===== config.mk =====
export PLATFORM = sky130hd
export DESIGN_NAME = led_scanner
export DESIGN_NICKNAME = d
export VERILOG_FILES = /design/src/rtl/led_scanner.sv
export SDC_FILE = /design/constraint.sdc
export NUM_CORES = 1
export LEC_CHECK = 0
export ABC_AREA = 1
export ABC_CLOCK_PERIOD_IN_PS = 1900
export BUFFER_PORTS_ARGS = -buffer_cell sky130_fd_sc_hd__buf_2
export CAP_MARGIN = 10
export CORE_MARGIN = 2
export CORE_UTILIZATION = 51
export DETAILED_ROUTE_END_ITERATION = 16
export GPL_TIMING_DRIVEN = 0
export PLACE_DENSITY = 0.76
export SLEW_MARGIN = 0
export SYNTH_ARGS = -nofsm -noshare
export SYNTH_HDL_FRONTEND = slang
export SYNTH_SLANG_ARGS = --single-unit

===== constraint.sdc =====
create_clock -name clki -period 1.9 [get_ports clki]
set_input_delay 0.285 -clock clki [delete_from_list [all_inputs] [get_ports clki]]
set_output_delay 0.285 -clock clki [all_outputs]
set_load 0.02 [all_outputs]

===== src/rtl/led_scanner.sv =====
// led_scanner: moves a lit position across N_LEDS outputs at a programmable
// step rate in bounce, wrap-up, wrap-down or bar-graph bounce mode.
// Optional fading trail of the two previous positions, compiled in by
// defining LED_SCANNER_TRAIL_EN (default build: no trail, no PWM logic).
module led_scanner #(
    parameter int unsigned N_LEDS = 8,
    parameter int unsigned DIV_W  = 24,
    parameter int unsigned POS_W  = $clog2(N_LEDS)
) (
    input  logic              clki,
    input  logic              reset,
    input  logic              enable,
    input  logic [1:0]        mode,
    input  logic [DIV_W-1:0]  step_div,
    output logic [N_LEDS-1:0] leds,
    output logic [POS_W-1:0]  pos,
    output logic              step
);

    localparam logic [1:0] MODE_BOUNCE  = 2'd0;
    localparam logic [1:0] MODE_WRAP_UP = 2'd1;
    localparam logic [1:0] MODE_WRAP_DN = 2'd2;
    localparam logic [1:0] MODE_BAR     = 2'd3;

    localparam logic [0:0] DIR_UP   = 1'b0;
    localparam logic [0:0] DIR_DOWN = 1'b1;

    localparam logic [POS_W-1:0] POS_ZERO = '0;
    localparam logic [POS_W-1:0] POS_ONE  = POS_W'(1);
    localparam logic [POS_W-1:0] POS_LAST = POS_W'(N_LEDS - 1);
    localparam logic [POS_W-1:0] POS_PREV = POS_W'(N_LEDS - 2);

    // One-hot decode of a position; loop keeps non-power-of-two widths in range.
    function automatic logic [N_LEDS-1:0] decode_onehot(input logic [POS_W-1:0] p);
        logic [N_LEDS-1:0] v;
        v = '0;
        for (int unsigned i = 0; i < N_LEDS; i++) begin
            v[i] = (POS_W'(i) == p);
        end
        return v;
    endfunction

    // Thermometer decode: bits p..0 set.
    function automatic logic [N_LEDS-1:0] decode_therm(input logic [POS_W-1:0] p);
        logic [N_LEDS-1:0] v;
        v = '0;
        for (int unsigned i = 0; i < N_LEDS; i++) begin
            v[i] = (POS_W'(i) <= p);
        end
        return v;
    endfunction

    logic [DIV_W-1:0]  div_cnt;
    logic [DIV_W-1:0]  div_cnt_next;
    logic              tick_c;
    logic [0:0]        dir;
    logic [0:0]        dir_next;
    logic [POS_W-1:0]  pos_next;
    logic              step_next;
    logic [N_LEDS-1:0] leds_next;

    // Step-period divider: live compare against step_div, tick on match.
    always_comb begin
        tick_c       = 1'b0;
        div_cnt_next = div_cnt;
        if (enable) begin
            if (div_cnt == step_div) begin
                tick_c       = 1'b1;
                div_cnt_next = '0;
            end else begin
                div_cnt_next = div_cnt + DIV_W'(1);
            end
        end
    end

    // Next position and direction; mode is only looked at on a tick.
    always_comb begin
        pos_next  = pos;
        dir_next  = dir;
        step_next = tick_c;
        if (tick_c) begin
            case (mode)
                MODE_WRAP_UP: begin
                    dir_next = DIR_UP;
                    pos_next = (pos == POS_LAST) ? POS_ZERO : pos + POS_ONE;
                end
                MODE_WRAP_DN: begin
                    dir_next = DIR_DOWN;
                    pos_next = (pos == POS_ZERO) ? POS_LAST : pos - POS_ONE;
                end
                MODE_BOUNCE, MODE_BAR: begin
                    if (dir == DIR_UP) begin
                        if (pos == POS_LAST) begin
                            pos_next = POS_PREV;
                            dir_next = DIR_DOWN;
                        end else begin
                            pos_next = pos + POS_ONE;
                        end
                    end else begin
                        if (pos == POS_ZERO) begin
                            pos_next = POS_ONE;
                            dir_next = DIR_UP;
                        end else begin
                            pos_next = pos - POS_ONE;
                        end
                    end
                end
                default: begin
                    pos_next = pos;
                    dir_next = dir;
                end
            endcase
        end
    end

`ifdef LED_SCANNER_TRAIL_EN
    logic [POS_W-1:0] prev1;
    logic [POS_W-1:0] prev2;
    logic [POS_W-1:0] prev1_next;
    logic [POS_W-1:0] prev2_next;
    logic             prev1_vld;
    logic             prev2_vld;
    logic             prev1_vld_next;
    logic             prev2_vld_next;
    logic [1:0]       pwm;
    logic [1:0]       pwm_next;
    logic             bar;
    logic             bar_next;

    // Trail history shifts on each step; PWM phase free-runs every cycle.
    always_comb begin
        prev1_next     = prev1;
        prev2_next     = prev2;
        prev1_vld_next = prev1_vld;
        prev2_vld_next = prev2_vld;
        bar_next       = bar;
        pwm_next       = pwm + 2'd1;
        if (tick_c) begin
            prev2_next     = prev1;
            prev2_vld_next = prev1_vld;
            prev1_next     = pos;
            prev1_vld_next = 1'b1;
            bar_next       = (mode == MODE_BAR);
        end
    end

    // LED drive: head at full, prev1 at 50%, prev2 at 25%; bar mode has no trail.
    always_comb begin
        leds_next = decode_onehot(pos_next);
        if (bar_next) begin
            leds_next = decode_therm(pos_next);
        end else begin
            if (prev1_vld_next && (pwm_next < 2'd2)) begin
                leds_next = leds_next | decode_onehot(prev1_next);
            end
            if (prev2_vld_next && (pwm_next == 2'd0)) begin
                leds_next = leds_next | decode_onehot(prev2_next);
            end
        end
    end

    // Trail state registers.
    always_ff @(posedge clki) begin
        if (reset) begin
            prev1     <= '0;
            prev2     <= '0;
            prev1_vld <= 1'b0;
            prev2_vld <= 1'b0;
            pwm       <= 2'd0;
            bar       <= 1'b0;
        end else begin
            prev1     <= prev1_next;
            prev2     <= prev2_next;
            prev1_vld <= prev1_vld_next;
            prev2_vld <= prev2_vld_next;
            pwm       <= pwm_next;
            bar       <= bar_next;
        end
    end
`else
    // LED drive decoded from the new position in the same update as pos.
    always_comb begin
        leds_next = leds;
        if (tick_c) begin
            if (mode == MODE_BAR) begin
                leds_next = decode_therm(pos_next);
            end else begin
                leds_next = decode_onehot(pos_next);
            end
        end
    end
`endif

    // Scanner state and registered outputs.
    always_ff @(posedge clki) begin
        if (reset) begin
            div_cnt <= '0;
            pos     <= '0;
            dir     <= DIR_UP;
            step    <= 1'b0;
            leds    <= N_LEDS'(1);
        end else begin
            div_cnt <= div_cnt_next;
            pos     <= pos_next;
            dir     <= dir_next;
            step    <= step_next;
            leds    <= leds_next;
        end
    end

endmodule


==> summary.txt <==
Footprint of the multi-input gates - 1530 sq um
Die Width - 73.6 microns
Peak Freq - 557 MHz
Area Overhead vs Synth - 25.3%
Pin count of the biggest net entering global routing - 13
Final worst path period share - 94.5%
Worst VDD drop - 0.374 mV
R2r endpoint - leds[1]
Detailed Route WL - 6.20 mm
Layout cells sized above 1 - 27.4%
CTS clk-pin slew, worst paths - 0.07 ns
Setup crit end kind - flip-flop
Final cell count without fillers - 518
Syn Area/Cell - 6.08 sq um
Setup crit end - leds[1]
Post-Synthesis Cells - 406
CTS Root Cell - clkbuf_8
Clk Latency, worst-skew pair - 0.29 ns
#FFs+latches synth - 37
Io pins - 41
Final hold viol count - 0
Setup violators final - 0
CTS tree - yes
Core region area - 4690 sq um
Detailed Routing Iterations Pass 1 - 5
Crit path kind - flip-flop to flip-flop
PwrDens - 570 nW/um^2
Filler cells - 418
HPWL after detailed placement - 4.48 mm
Clk buf depth - 2
LEAKAGE - 1.51 nW
Adder-cell share of the synthesized area - 5.07%
Simple-gate share of the synthesized area - 41.4%
R2R depth - 13
Routed length per instance - 12.0 microns
Vias in the first global route - 2156
Largest family of logic cells by synthesized area - simple AND/OR/NAND/NOR gates
Crit path required time - 2.14 ns
Net Count, Synth - 445
Die Ht - 73.6 microns
Setup TNS - 0 ns
CTS buffer count - 5
Via count - 2589
Max-Cap Viols - 0
# rows - 25
Synth Area in Compound Gates - 6.69%
Critical Path Source - pos[1]
Hold crit path type - primary input to flip-flop
Max_slew headroom - 79.3%
Die ar. - 5410 sq um
Status - complete, no violations
Final #Nets - 502
Diodes inserted - 0
Starting density of the core - 52.6%
Gpl congestion - 0.934
Peak fanout along the critical path - 6
Min cycle time layout - 1.80 ns
Residual DRC - 0
Vias per std cell - 5.00
Sequential element share of the synthesized area - 30.0%
CP Launch Type - flip-flop
Max Clock Skew - 0.00583 ns
DP Cell Count - 500
Register area - 778 sq um
Mux cell area share after synthesis - 0%
DRT antenna net count - 0
Hold Crit Start - reset
Detailed Route Iter0 Violations - 181
Synth Cell Area - 2470 sq um
Synth warn - 0
GRT Total Usage - 22.2%
Yosys cell types - 30
Reg-to-reg critical path startpoint - pos[1]
Initial antenna violation count - 0
Hold buffer count at cts - 0
Tightest Pin Transition - 0.308 ns
Crit path arrival time - 2.03 ns
H-tree depth - 2
Clk sink count - 37
First-pass GRT wire length - 9.32 mm
# port buffers - 40
Synth Area in XOR/XNOR - 4.61%
GRT overflow - 0
Reg2reg setup slack - 0.10 ns
Fin. max-slew vios - 0
[what timing repair did]
item	4_1_cts	5_1_grt
cloned	0	0
pin swaps	2	17
endpoints found under the setup margin	15	28
setup buffers	0	10
resized for setup	5	54
[how the worst min path moves through the flow]
stage                     cells after the start  endpoint  slack (ns)
after floorplan                               1    pos[1]        0.35
after global placement                        2   leds[0]        0.46
after detailed placement                      2   leds[2]        0.46
after CTS                                     2    pos[1]        0.25
after global routing                          2    pos[1]        0.26
final                                         2    pos[1]        0.26
[cells by family (layout without fill, tap and decap cells)]
family	after synthesis	count (layout)
AO/OA/AOI/OAI	29	29
XOR/XNOR	13	13
adder cells (fa/ha/maj)	10	10
buffers and inverters	76	134
flip-flops	37	37
AND/OR/NAND/NOR	241	241
[layer usage]
metal	track usage, %	up-vias	wire length, microns
met5	0	-	0
met4	5.45	0	72
met3	4.53	9	393
met2	35.1	65	2840
met1	30.8	1161	2890
li1	-	1354	-
[worst max-delay path, stage by stage (launching register included)]
cell,delay [ns]
dfxtp_4,0.37
inv_1,0.07
ha_4,0.16
ha_2,0.30
inv_1,0.03
a21oi_1,0.11
nand2_1,0.09
o21ai_2,0.11
nor3_4,0.06
nor2_4,0.15
nand2_1,0.07
nand2_1,0.08
nand3_1,0.08
nand2_1,0.06
[power by group]
part	switching, mW	internal, mW
clock network	0.295	0.522
logic	0.0988	0.0692
registers	0.00582	0.770
total	0.400	1.36
[area by class of cell]
class | count | area share, %
plain buffers | 3 | 1.09
flip-flops and latches | 37 | 25.2
well taps | 54 | 2.19
multi-input cells | 293 | 49.4
clock buffers | 5 | 2.23
clock inverters | 3 | 2.11
repair buffers | 50 | 8.91
inverters | 73 | 8.95
[registers in the layout (all words and copies together), names as in the netlist]
signal   flops
dir          1
div_cnt     24
leds         8
pos          3
step         1
[layout by cell type (no fill, tap or decap), drive strengths merged, types with 5 or more instances in the layout]
| cell | instances |
|---|---|
| nand2 | 137 |
| inv | 72 |
| nor2 | 66 |
| buf | 53 |
| dfxtp | 37 |
| nand3 | 19 |
| nor3 | 14 |
| xor2 | 11 |
| a21oi | 11 |
| o21ai | 11 |
| ha | 10 |
| clkbuf | 5 |
[metrics by stage]
| stage | power, mW | area (sq um) | utilization, % | setup WS (ns) | hold slack [ns] |
|---|---|---|---|---|---|
| floorplan | 0.889 | 2470 | - | 0.0264 | 0.350 |
| CTS | 1.76 | 2880 | 61.4 | -0.0184 | 0.250 |
| finish | 1.76 | 3090 | 65.9 | 0.104 | 0.264 |
| global placement | 0.948 | 2740 | 58.3 | -0.0666 | 0.455 |
| detailed placement | 0.951 | 2740 | 58.3 | -0.0698 | 0.464 |
| global route | 1.82 | 3090 | 65.9 | -0.0196 | 0.261 |
[synth_stat cells, drive strengths merged]
master | instances | area (sq um)
o32ai | 1 | 8.76
o21ai | 11 | 55.1
ha | 10 | 125
nand3 | 19 | 100
nand2 | 137 | 529
a21oi | 11 | 55.1
a211oi | 2 | 15.0
o22ai | 1 | 6.26
xor2 | 11 | 96.3
o21bai | 1 | 11.3
nor3 | 14 | 75.1
nor2 | 66 | 285
xnor2 | 2 | 17.5
o211ai | 1 | 7.51
buf | 3 | 26.3
nor3b | 1 | 7.51
inv | 72 | 270
nand4 | 4 | 25.0
a31oi | 1 | 6.26
dfxtp | 37 | 741
clkinv | 1 | 3.75
Power figures use the tool's default switching activity.
